==> src/rtl/mem_bus_arbiter.sv <==
// Shares one memory bus between the IF and MEM ports. Data accesses take priority, and the stall is held until every pending request is served.
// Optional bus watchdog: define MEMARB_TIMEOUT_EN. The limit is set by TIMEOUT.
module mem_bus_arbiter #(
  parameter int TIMEOUT = 255
) (
  input  logic        clk,
  input  logic        rst,
  input  logic        flush_i,
  input  logic        if_ce_i,
  input  logic [31:0] if_addr_i,
  output logic [31:0] if_inst_o,
  input  logic        mem_ce_i,
  input  logic        mem_we_i,
  input  logic [3:0]  mem_sel_i,
  input  logic [31:0] mem_addr_i,
  input  logic [31:0] mem_data_i,
  output logic [31:0] mem_data_o,
  output logic        stallreq_o,
  output logic        bus_cyc_o,
  output logic        bus_we_o,
  output logic [3:0]  bus_sel_o,
  output logic [31:0] bus_addr_o,
  output logic [31:0] bus_wdata_o,
  input  logic [31:0] bus_rdata_i,
  input  logic        bus_ack_i,
  output logic        bus_err_o
);

  typedef enum logic [1:0] {IDLE, DATA, INST} state_e;

  typedef struct packed {
    logic        cyc;
    logic        we;
    logic [3:0]  sel;
    logic [31:0] addr;
    logic [31:0] wdata;
  } bus_t;

  state_e      state_q, state_d;
  bus_t        bus_q, bus_d;
  bus_t        data_req, inst_req;
  logic        data_done_q, data_done_d;
  logic        inst_done_q, inst_done_d;
  logic        discard_q, discard_d;
  logic [31:0] mem_rdata_q, mem_rdata_d;
  logic [31:0] inst_q, inst_d;

  logic        busy, timeout, ack, discard;
  logic        data_ack, inst_ack, data_pend, inst_pend;
  logic [31:0] rdata;

  assign busy     = (state_q != IDLE);
  assign ack      = busy & (bus_ack_i | timeout);
  assign rdata    = bus_ack_i ? bus_rdata_i : 32'h0;
  assign discard  = discard_q | flush_i;
  // A flushed cycle's ack leaves its request pending.
  assign data_ack = (state_q == DATA) & ack & ~discard;
  assign inst_ack = (state_q == INST) & ack & ~discard;

  assign data_pend = mem_ce_i & ~data_done_q;
  assign inst_pend = if_ce_i & ~inst_done_q;

  assign stallreq_o = ~rst & ~flush_i &
                      ((data_pend & ~data_ack) | (inst_pend & ~inst_ack));

  assign mem_data_o = data_ack ? rdata : mem_rdata_q;
  assign if_inst_o  = inst_ack ? rdata : inst_q;

  assign data_req = '{cyc: 1'b1, we: mem_we_i, sel: mem_sel_i,
                      addr: mem_addr_i, wdata: mem_data_i};
  assign inst_req = '{cyc: 1'b1, we: 1'b0, sel: 4'hf,
                      addr: if_addr_i, wdata: 32'h0};

  assign bus_cyc_o   = bus_q.cyc;
  assign bus_we_o    = bus_q.we;
  assign bus_sel_o   = bus_q.sel;
  assign bus_addr_o  = bus_q.addr;
  assign bus_wdata_o = bus_q.wdata;

  // NOTE: every output of a combinational block is given a default first. This prevents latch inference.
  always_comb begin
    state_d     = state_q;
    bus_d       = bus_q;
    discard_d   = discard_q | (busy & flush_i);
    mem_rdata_d = data_ack ? rdata : mem_rdata_q;
    inst_d      = inst_ack ? rdata : inst_q;
    data_done_d = data_done_q | data_ack;
    inst_done_d = inst_done_q | inst_ack;

    unique case (state_q)
      IDLE: begin
        if (!flush_i && data_pend) begin
          state_d   = DATA;
          bus_d     = data_req;
          discard_d = 1'b0;
        end else if (!flush_i && inst_pend) begin
          state_d   = INST;
          bus_d     = inst_req;
          discard_d = 1'b0;
        end
      end
      DATA: begin
        if (ack) begin
          discard_d = 1'b0;
          if (!discard && inst_pend) begin
            state_d = INST;
            bus_d   = inst_req;
          end else begin
            state_d = IDLE;
            bus_d   = '0;
          end
        end
      end
      INST: begin
        if (ack) begin
          state_d   = IDLE;
          bus_d     = '0;
          discard_d = 1'b0;
        end
      end
      default: begin
        state_d = IDLE;
        bus_d   = '0;
      end
    endcase

    // The pipeline advances whenever the stall is low, so the served requests retire.
    if (flush_i || !stallreq_o) begin
      data_done_d = 1'b0;
      inst_done_d = 1'b0;
    end
  end

  // NOTE: sequential state uses non-blocking assignments only. The reset is synchronous, so it is sampled inside the clocked branch.
  always_ff @(posedge clk) begin
    if (rst) begin
      state_q     <= IDLE;
      bus_q       <= '0;
      data_done_q <= 1'b0;
      inst_done_q <= 1'b0;
      discard_q   <= 1'b0;
      mem_rdata_q <= 32'h0;
      inst_q      <= 32'h0;
    end else begin
      state_q     <= state_d;
      bus_q       <= bus_d;
      data_done_q <= data_done_d;
      inst_done_q <= inst_done_d;
      discard_q   <= discard_d;
      mem_rdata_q <= mem_rdata_d;
      inst_q      <= inst_d;
    end
  end

`ifdef MEMARB_TIMEOUT_EN
  logic [7:0] cnt_q, cnt_d;

  assign timeout   = busy & ~bus_ack_i & (cnt_q == 8'(TIMEOUT));
  assign bus_err_o = timeout;

  // The count restarts whenever a new bus cycle begins, including DATA->INST chaining.
  always_comb begin
    cnt_d = 8'h0;
    if (busy && state_d == state_q) cnt_d = cnt_q + 8'h1;
  end

  always_ff @(posedge clk) begin
    if (rst) cnt_q <= 8'h0;
    else     cnt_q <= cnt_d;
  end
`else
  assign timeout   = 1'b0;
  assign bus_err_o = 1'b0;
`endif

endmodule

==> config.mk <==
export PLATFORM = sky130hd
export DESIGN_NAME = mem_bus_arbiter
export DESIGN_NICKNAME = d
export VERILOG_FILES = /design/src/rtl/mem_bus_arbiter.sv
export SDC_FILE = /design/constraint.sdc
export NUM_CORES = 1
export LEC_CHECK = 0
export CORE_MARGIN = 3
export CORE_UTILIZATION = 34
export DETAILED_ROUTE_END_ITERATION = 7
export HOLD_SLACK_MARGIN = 0.12
export PLACE_DENSITY = 0.72
export RECOVER_POWER = 100
export SYNTH_ARGS = -nofsm -noshare
export SYNTH_HDL_FRONTEND = slang
export SYNTH_SLANG_ARGS = --single-unit
==> constraint.sdc <==
create_clock -name clk -period 1.9 [get_ports clk]
set_input_delay 0.19 -clock clk [delete_from_list [all_inputs] [get_ports clk]]
set_output_delay 0.19 -clock clk [all_outputs]
set_load 0.1 [all_outputs]
==> results by group, run 1 <==
Status
  • Status: finished with violations
  • Failing checks: setup timing

STA
  • Fin crit period: roughly 2.3 ns
  • Hold Vio Cnt, Final: 0
  • Hold Worst Slack: around 0.29 ns
  • PnR worst setup slack: -0.381 ns
  • Fin Setup TNS: -40.84 ns
  • RSZ-0062 raised after global routing: yes
  • Final Max Tran Viols: 0
  • Fmax: 438 MHz
  • Setup Skew: roughly 0.0083 ns
  • Relative slew slack: 0.614
  • Final setup fails: 137
  • Worst-Margin Slew: ~0.58 ns
  • Fin crit share: 1.20

Clocking
  • Clock latency on the worst-skew pair: between 0.4 and 0.5 ns
  • TritonCTS Buffers: 17
  • CTS tree: yes
  • Worst-path clk slew: approximately 0.060 ns
  • CTS Buffer Depth: 2
  • CTS root buf: clkbuf_16
  • H-tree depth: 4
  • Clock sink count: around 140

Power and ir drop
  • Total power: between 0.01 and 0.015 W
  • PD cells: 1230 nW/um2
  • Leak: ~4.5 nW
  • Worst vdd ir: just over 0.7 mV

Route
  • Antenna Nets Post-Route: 0
  • Drt first pass iters: 4
  • Vias post-DR: between 5000 and 6000
  • Initial DRC Count: about 190
  • Avg WL per Cell: approximately 19 um
  • Residual DRC count: 0
  • Via density per instance: around 5.0
  • DRT Wirelength: ~20000 um

Placement
  • Pre-CTS setup slack: -0.322 ns
  • DP Wirelength: approximately 14000 um
  • Post-DP Area: 9480 um2
  • GPL Wtd Cong: about 0.86
  • Port Buffers: 273

Critical path
  • Capturing point of the worst reg2reg path: bus_wdata_o[13]
  • Crit Path Class: flip-flop to flip-flop
  • Critical path capture point type: flip-flop
  • CP max FO: 5
  • Start point of the critical path: state_q[0]
  • FF-to-FF Start: state_q[0]
  • Reg2Reg Setup Slack: -0.38 ns
  • WP data arrival: approximately 2.6 ns
  • Worst reg-to-reg path cell count: 12
  • Worst path required time: roughly 2.2 ns
  • Worst Setup Start Kind: flip-flop

Floorplan
  • FP Rows: 46
  • Starting Density: 0.352
  • Die Y-Extent: ~140 um
  • Die X-Extent: ~140 um
  • Core Region: between 15000 and 20000 um2
  • Top Ports: 275
  • Total die area: between 15000 and 20000 um2

Hold path
  • Min-Delay Endpoint: bus_wdata_o[17]
  • Hold WC Path Type: input port to flip-flop
  • Min-delay src: rst
  • Hold Crit Depth: 3

Global route
  • First-pass GRT wire length: approximately 31000 um
  • Antenna violations before repair: 0
  • GRT Total Usage: 0.215
  • Vias in the first global route: between 5000 and 6000
  • GRT Residual Overflow: 0
  • Largest net degree at the start of global routing: 65

Final layout
  • ANT cells: 0
  • Post-layout instance area: roughly 11000 um2
  • Area Overhead vs Synth: 88.8%
  • Layout cell share with drive strength beyond 1: 0.429
  • Layout filler cell count: 1213
  • Total Nets Final: between 900 and 1000

Synthesis
  • Distinct cells, synth: 39
  • Synth Area in Simple Gates: 0.164
  • Synth Area in Adders: 0.00882
  • Largest family of logic cells by synthesized area: compound AO/OA/AOI/OAI gates
  • Sequential-to-total area share from yosys stat: 0.490
  • Post-synth top flop: dfxtp_1
  • Syn Area/Cell: between 10 and 15 um2
  • Synth Register Bits: about 140
  • Synth Area in Compound Gates: 0.164
  • Syn. warnings: 0
  • Post-Syn Instances: between 500 and 600
  • Synth Area in XOR/XNOR: 0
  • Synthesized area: 5680 um2
  • Syn Nets: approximately 700
  • Fraction of registers with async set/reset: 0
  • Mux contribution to synthesized area: 0.127
  • Post-synth EDFFs: 0

Job
  • Max cap viols: 0
[stage by stage]
| stage | cells | util |
|---|---|---|
| 2_1_floorplan | 538 | - |
| 3_3_place_gp | 1012 | 0.588 |
| 3_5_place_dp | 1012 | 0.588 |
| 4_1_cts | 1069 | 0.664 |
| 5_1_grt | 1074 | 0.665 |
| 6_report | 1074 | 0.665 |
[timing repair]
| action | 4_1_cts | 5_1_grt |
|---|---|---|
| setup endpoints to repair | 173 | 138 |
| pin swaps | 19 | 41 |
| gates cloned | 10 | 1 |
| gates resized for setup | 47 | 48 |
| endpoints found under the hold margin | 0 | 0 |
| hold buffers | 0 | 0 |
| setup buffers | 16 | 6 |
[worst max-delay path, stage by stage (launching register included)]
cell,delay (ns)
dfxtp_4,0.36
inv_4,0.07
ha_4,0.14
buf_4,0.11
buf_6,0.08
buf_6,0.09
or4b_4,0.50
buf_6,0.15
nor2_4,0.17
buf_4,0.16
buf_12,0.11
a22oi_1,0.09
a21oi_1,0.17
[final cells by class]
| cell class | instances | area [um2] | area share |
|---|---|---|---|
| Inverter | 7 | 28.8 | 0.00269 |
| Clock buffer | 19 | 433 | 0.0404 |
| Timing Repair Buffer | 334 | 3860 | 0.360 |
| Clock inverter | 13 | 190 | 0.0177 |
| Sequential cell | 139 | 2790 | 0.260 |
| Multi-Input combinational cell | 346 | 3150 | 0.294 |
| Tap cell | 216 | 270 | 0.0252 |
[cell families (layout without fill, tap and decap cells)]
group                      count (synthesis)  count (layout)
and+or+nand+nor                          153             153
other                                      1               1
adders and majority gates                  4               4
buffers and inverters                     53             373
AOI/OAI and AO/OA                        124             124
DFF                                      139             139
muxes                                     64              64
[sequential cells by signal, summed over array words and instances, names as in the netlist]
register and flops:
bus_addr_o 32, mem_rdata_q 32, bus_wdata_o 32, bus_cyc_o 1, state_q 2, bus_we_o 1
data_done_q 1, inst_q 32, inst_done_q 1, bus_sel_o 4, discard_q 1
[placed cells by master (no fill, tap or decap), types with 27 or more instances in the layout]
cell and instances:
dfxtp_1 137, clkdlybuf4s50_1 137, and2_1 79, buf_12 75
clkbuf_2 70, mux2_4 55, nand3_1 33, a221o_1 32
a21oi_1 30, buf_4 29, a22oi_2 27
[cells in the mapped netlist, types with 2 or more instances]
master	instances	area share
a2111oi_0	2	0.0031
a21oi_1	39	0.034
a221o_1	32	0.056
a221oi_1	2	0.0031
a22oi_1	33	0.044
a31oi_1	2	0.0022
and2_1	97	0.11
buf_2	13	0.011
buf_4	4	0.0053
buf_6	4	0.0079
clkbuf_1	24	0.016
dfxtp_1	139	0.49
ha_1	4	0.0088
inv_1	7	0.0046
mux2_2	64	0.13
nand2_1	4	0.0026
nand2b_1	2	0.0022
nand3_1	34	0.030
nor2_1	5	0.0033
nor3_1	2	0.0018
o21a_1	7	0.0093
[worst max path at each step]
stage	to	slack, ns	cells past startpoint
CTS	if_inst_o[8]	-0.40	7
floorplan	stallreq_o	-0.26	9
detailed placement	inst_done_q	-0.32	7
global route	bus_wdata_o[13]	-0.47	12
global placement	bus_addr_o[26]	-0.24	6
finish	bus_wdata_o[13]	-0.38	12
[layer usage]
metal	wire, um	up-vias	track usage	part of all wire
li1	-	2565	-	-
met1	7710	2611	0.240	0.38
met2	10300	219	0.378	0.51
met3	1810	28	0.0843	0.089
met4	429	0	0.0661	0.021
met5	0	-	0	0
[power by group]
| part | switching (W) | internal (W) |
|---|---|---|
| registers | 0.000226 | 0.00328 |
| clock network | 0.00130 | 0.00221 |
| logic | 0.00417 | 0.00198 |
Note: power is estimated with default switching activity, not from simulation.
==> inputs of run 2 (changes only) <==
Settings changed: CORE_UTILIZATION 34 to 37, PLACE_DENSITY 0.72 to 0.77.
==> run 2 against run 1 <==
Compared with the run above: the run still ends with setup timing left; worst setup slack better by 0.035 ns; register-to-register slack better by 0.12 ns; critical path depth down 5; non-clock buffer count down 9; core utilization up 4.6 points; combinational power down 3%; sequential share of layout area up 0.60 points; hold slack better by 0.094 ns; sequential power about the same; critical path type is now flip-flop to output port; largest power group unchanged.
==> results by group, run 2 (same netlist as run 1, synthesis figures left out) <==
Status
  • Status: finished with violations
  • Failing checks: setup timing

Hold path
  • Hold WC Path Type: input port to flip-flop
  • Min-delay src: if_addr_i[7]

Final layout
  • Layout cell share with drive strength beyond 1: 0.415
  • Layout filler cell count: between 1000 and 1500
  • ANT cells: 0
  • Commonest non-fill, non-tap cells in the layout: dfxtp_1, clkdlybuf4s50_1, and2_1, buf_12, clkbuf_2
  • Fin cells: approximately 1000
  • Area Overhead vs Synth: 84.7%
  • Final core utilization: 0.711
  • Total Nets Final: 979

Placement
  • Post-Place Cells: 978
  • DP Wirelength: roughly 13000 um
  • Port Buffers: around 270
  • GPL Wtd Cong: approximately 0.8

Critical path
  • Crit-path cells: inv_4, ha_4, nor2b_4, nand3_4, buf_12, mux2_4, buf_12
  • FF-to-FF Start: state_q[0]
  • CP max stage cell: dfxtp_4
  • CP max FO: 12
  • CP most frequent cell: buf_12
  • Worst Setup Start Kind: flip-flop
  • Critical path capture point type: output port
  • Worst path required time: 1.71 ns
  • WP data arrival: 2.06 ns
  • Max incr delay on CP: ~0.38 ns
  • Start point of the critical path: state_q[0]
  • Crit Path Class: flip-flop to output port

Route
  • Drt first pass iters: 4
  • Antenna Nets Post-Route: 0
  • Initial DRC Count: approximately 190
  • DRT Wirelength: ~20000 um
  • Vias post-DR: roughly 5400
  • Avg WL per Cell: approximately 19 um
  • Residual DRC count: 0
  • Via density per instance: about 5.2

Global route
  • Vias in the first global route: 5728
  • Antenna violations before repair: 0
  • Largest net degree at the start of global routing: 65
  • GRT Residual Overflow: 0
  • First-pass GRT wire length: 29800 um
  • GRT Total Usage: 0.227

Power and ir drop
  • PD cells: about 1200 nW/um2
  • Leak: between 4 and 5 nW
  • Total power: about 0.013 W
  • Worst vdd ir: between 0.7 and 0.8 mV

STA
  • RSZ-0062 raised after global routing: yes
  • Final setup fails: 131
  • Worst-Margin Slew: about 0.57 ns
  • Fin Setup TNS: -32.29 ns
  • Fin crit period: approximately 2.2 ns
  • Fmax: about 450 MHz
  • Relative slew slack: 0.622
  • Hold Vio Cnt, Final: 0
  • PnR worst setup slack: -0.346 ns
  • Final Max Tran Viols: 0
  • Fin crit share: 1.18
  • Setup Skew: 0.00716 ns

Clocking
  • CTS Buffer Depth: 2
  • CTS tree: yes
  • Clock sink count: roughly 140
  • Clock latency on the worst-skew pair: roughly 0.41 ns
  • Worst-path clk slew: around 0.060 ns
  • H-tree depth: 4
  • CTS root buf: clkbuf_16
  • TritonCTS Buffers: 17

Floorplan
  • Core Region: about 15000 um2
  • Starting Density: 0.385
  • Die X-Extent: 130 um
  • Die Y-Extent: around 130 um
  • Total die area: roughly 17000 um2
  • Top Ports: ~280
  • FP Rows: 44

Job
  • Max cap viols: 0
run 2: cell types whose count changed in the layout (fill, tap and decap cells not counted), moves of 5 or more:
cell     change
a22oi_1      -6
mux2_2       +5
and2_4       -7
a22oi_2      +6
mux2_4       -5
buf_4        -8
buf_16       -5
and2_1       +7
run 2: report_power, final:
group          internal (W)  switching, W  total (W)
Clock               0.00182       0.00122    0.00304
Combinational       0.00185       0.00410    0.00595
Sequential          0.00328      0.000234    0.00351
run 2: worst paths after layout:
path                     endpoint  slack [ns]  depth (start not counted)
setup / recovery    mem_data_o[9]       -0.35                          7
hold / removal      bus_addr_o[7]        0.38                          2
setup reg to reg  bus_wdata_o[12]       -0.26                         11
hold reg to reg      bus_sel_o[1]        0.47                          1
run 2: repair_timing:
action                                 CTS  global route
resized for setup                       15            80
cloned                                   7             4
endpoints found under the hold margin    1             0
pin swaps                                2            80
setup endpoints to repair              160           134
buffers inserted                         8             6
hold buffers                             1             0
run 2: critical path, delay by kind of cell (launching register included):
kind	cells	cell delay, ns
and+or+nand+nor	2	0.35
muxes	1	0.33
buffers and inverters	3	0.41
DFF	1	0.38
adders and majority gates	1	0.17
run 2: stage by stage:
stage,area [um2],setup WS [ns],hold WS (ns)
6_report,10500,-0.346,0.382
5_1_grt,10500,-0.426,0.370
4_1_cts,10300,-0.372,0.367
3_5_place_dp,9420,-0.282,0.460
3_3_place_gp,9420,-0.266,0.451
2_1_floorplan,5940,-0.262,0.328
run 2: layout make-up:
class / count / area (um2) / area share
Inverter: 7 / 31.3 / 0.00298
Timing Repair Buffer: 325 / 3760 / 0.359
Sequential cell: 139 / 2790 / 0.266
Clock inverter: 8 / 70.1 / 0.00668
Clock buffer: 24 / 462 / 0.0440
Multi-Input combinational cell: 346 / 3140 / 0.299
Tap cell: 184 / 230 / 0.0220
run 2: metal layers:
layer	wire length (um)	part of all wire	global-route usage	vias to the layer above
met5	0	0	0	-
met4	447	0.022	0.0752	0
met3	2020	0.10	0.105	41
met2	10200	0.51	0.398	245
met1	7310	0.37	0.243	2574
li1	-	-	-	2541
==> inputs of run 3 (changes only) <==
Settings changed: GPL_TIMING_DRIVEN from default to 0.
==> run 3 against run 2 <==
Compared with the run above: the flow still finishes with violations (setup timing); sequential power about the same; combinational power decreased by 3%; clock skew increased by 0.0040 ns; sequential share of layout area decreased by 0.067 points; clock power increased by 6.9%; largest power group unchanged; critical path type unchanged; via count increased by 2.0%.
==> results by group, run 3 (same netlist as run 1, synthesis figures left out) <==
Global route
  • Largest net degree at the start of global routing: 17
  • GRT Total Usage: 0.232
  • Antenna violations before repair: 0
  • First-pass GRT wire length: 30600 um
  • Vias in the first global route: around 5800
  • GRT Residual Overflow: 0

STA
  • Fin Setup TNS: -39.81 ns
  • Final Max Tran Viols: 0
  • Relative slew slack: 0.327
  • Fin crit share: 1.25
  • Hold Vio Cnt, Final: 0
  • Fin crit period: approximately 2.4 ns
  • Fmax: ~420 MHz
  • RSZ-0062 raised after global routing: yes
  • Setup Skew: ~0.011 ns
  • Worst-Margin Slew: approximately 1 ns
  • Final setup fails: between 100 and 150
  • Hold Worst Slack: about 0.38 ns
  • PnR worst setup slack: -0.476 ns

Placement
  • GPL Wtd Cong: 0.867
  • Pre-CTS setup slack: -1.28 ns
  • DP Wirelength: between 10000 and 15000 um
  • Post-DP Area: between 8000 and 9000 um2
  • Port Buffers: around 270

Critical path
  • CP delay by family, top: buffers and inverters
  • Max incr delay on CP: 0.35 ns
  • CP most frequent cell: buf_6
  • Worst Setup Start Kind: flip-flop
  • Critical path capture point type: output port
  • CP max stage cell: dfxtp_2
  • WP buf/inv: 5
  • Worst reg-to-reg path cell count: 8
  • CP max FO: 10
  • Crit Path Class: flip-flop to output port
  • WP data arrival: approximately 2.2 ns
  • Worst path required time: 1.71 ns
  • Crit path depth: 9
  • Crit-path cells: inv_2, ha_4, nor2b_1, buf_4, buf_6, nand3_4, buf_6, mux2_4, buf_6

Final layout
  • Layout filler cell count: 1021
  • ANT cells: 0
  • Total Nets Final: between 1000 and 1500
  • Commonest non-fill, non-tap cells in the layout: dfxtp_1, clkdlybuf4s50_1, and2_1, buf_6, dlygate4sd2_1
  • Area Overhead vs Synth: 84.8%
  • Layout cell share with drive strength beyond 1: 0.316
  • Post-layout instance area: about 10000 um2

Route
  • Via density per instance: ~5.2
  • Avg WL per Cell: 19.0 um
  • WL met3: between 1500 and 2000 um
  • Initial DRC Count: between 200 and 250
  • Residual DRC count: 0
  • DRT Wirelength: 20200 um
  • Vias post-DR: about 5500
  • Drt first pass iters: 4
  • Met2 WL post-DR: roughly 10000 um
  • DR top layer: met4
  • Antenna Nets Post-Route: 0
  • Metal-1 WL: between 7000 and 8000 um

Clocking
  • H-tree depth: 4
  • Clock latency on the worst-skew pair: between 0.4 and 0.5 ns
  • Worst-path clk slew: 0.06 ns
  • CTS Buffer Depth: 2
  • Clock sink count: about 140
  • CTS tree: yes
  • CTS root buf: clkbuf_16
  • TritonCTS Buffers: 17

Power and ir drop
  • Leak: 4.59 nW
  • Worst vdd ir: ~0.63 mV
  • PD cells: ~1200 nW/um2
  • Total power: between 0.01 and 0.015 W

Floorplan
  • Die X-Extent: about 130 um
  • Starting Density: 0.385
  • FP Rows: 44
  • Total die area: between 15000 and 20000 um2
  • Top Ports: 275
  • Core Region: 14800 um2
  • Die Y-Extent: around 130 um

Hold path
  • Hold Crit Depth: 2
  • Hold WC Path Type: input port to flip-flop

Job
  • Max cap viols: 0

Status
  • Failing checks: setup timing
  • Status: finished with violations
[run 3: cell types whose count changed in the layout (fill, tap and decap cells not counted), moves of 5 or more]
cell             previous run  this run
clkbuf_1                    6        19
clkbuf_2                   70         5
dlygate4sd2_1               0        57
buf_6                       8        57
a22oi_2                    33        13
a22oi_1                     0        20
buf_12                     76        36
clkinv_4                    0         5
clkdlybuf4s15_1             0        12
[run 3: stage by stage]
stage                util  std cells
floorplan               -        538
global placement    0.603        994
detailed placement  0.603        994
CTS                 0.694       1057
global route        0.711       1064
finish              0.711       1064
[run 3: power by group]
group	internal [W]	leakage, nW	switching, W
registers	0.00327	1.13	0.000210
clock network	0.00194	0.274	0.00131
logic	0.00175	3.19	0.00404
[run 3: layout make-up]
class | count | area (um2) | area share
multi-input cells | 346 | 3070 | 0.292
repair buffers | 314 | 3490 | 0.333
clock inverters | 13 | 145 | 0.0138
inverters | 7 | 26.3 | 0.00250
plain buffers | 42 | 312 | 0.0297
flip-flops and latches | 139 | 2790 | 0.265
well taps | 184 | 230 | 0.0219
clock buffers | 19 | 433 | 0.0413
[run 3: path summary, 6_finish.rpt]
path	start	endpoint	slack, ns
setup / recovery	state_q[0]	mem_data_o[3]	-0.48
hold / removal	if_addr_i[11]	bus_addr_o[11]	0.38
setup reg to reg	state_q[0]	bus_addr_o[29]	-0.25
hold reg to reg	bus_sel_o[3]	bus_sel_o[3]	0.46
[run 3: what timing repair did]
item | CTS | global route
hold endpoints to repair | 3 | 0
hold buffers | 1 | 0
resized for setup | 650 | 69
pin swaps | 36 | 9
buffers inserted | 25 | 9
cloned | 8 | 1
setup endpoints to repair | 260 | 186
[run 3: metal layers]
layer  GRT usage  vias to the layer above
met5           0                        -
met4      0.0789                        0
met3      0.0962                       36
met2       0.410                      241
met1       0.251                     2631
li1            -                     2599
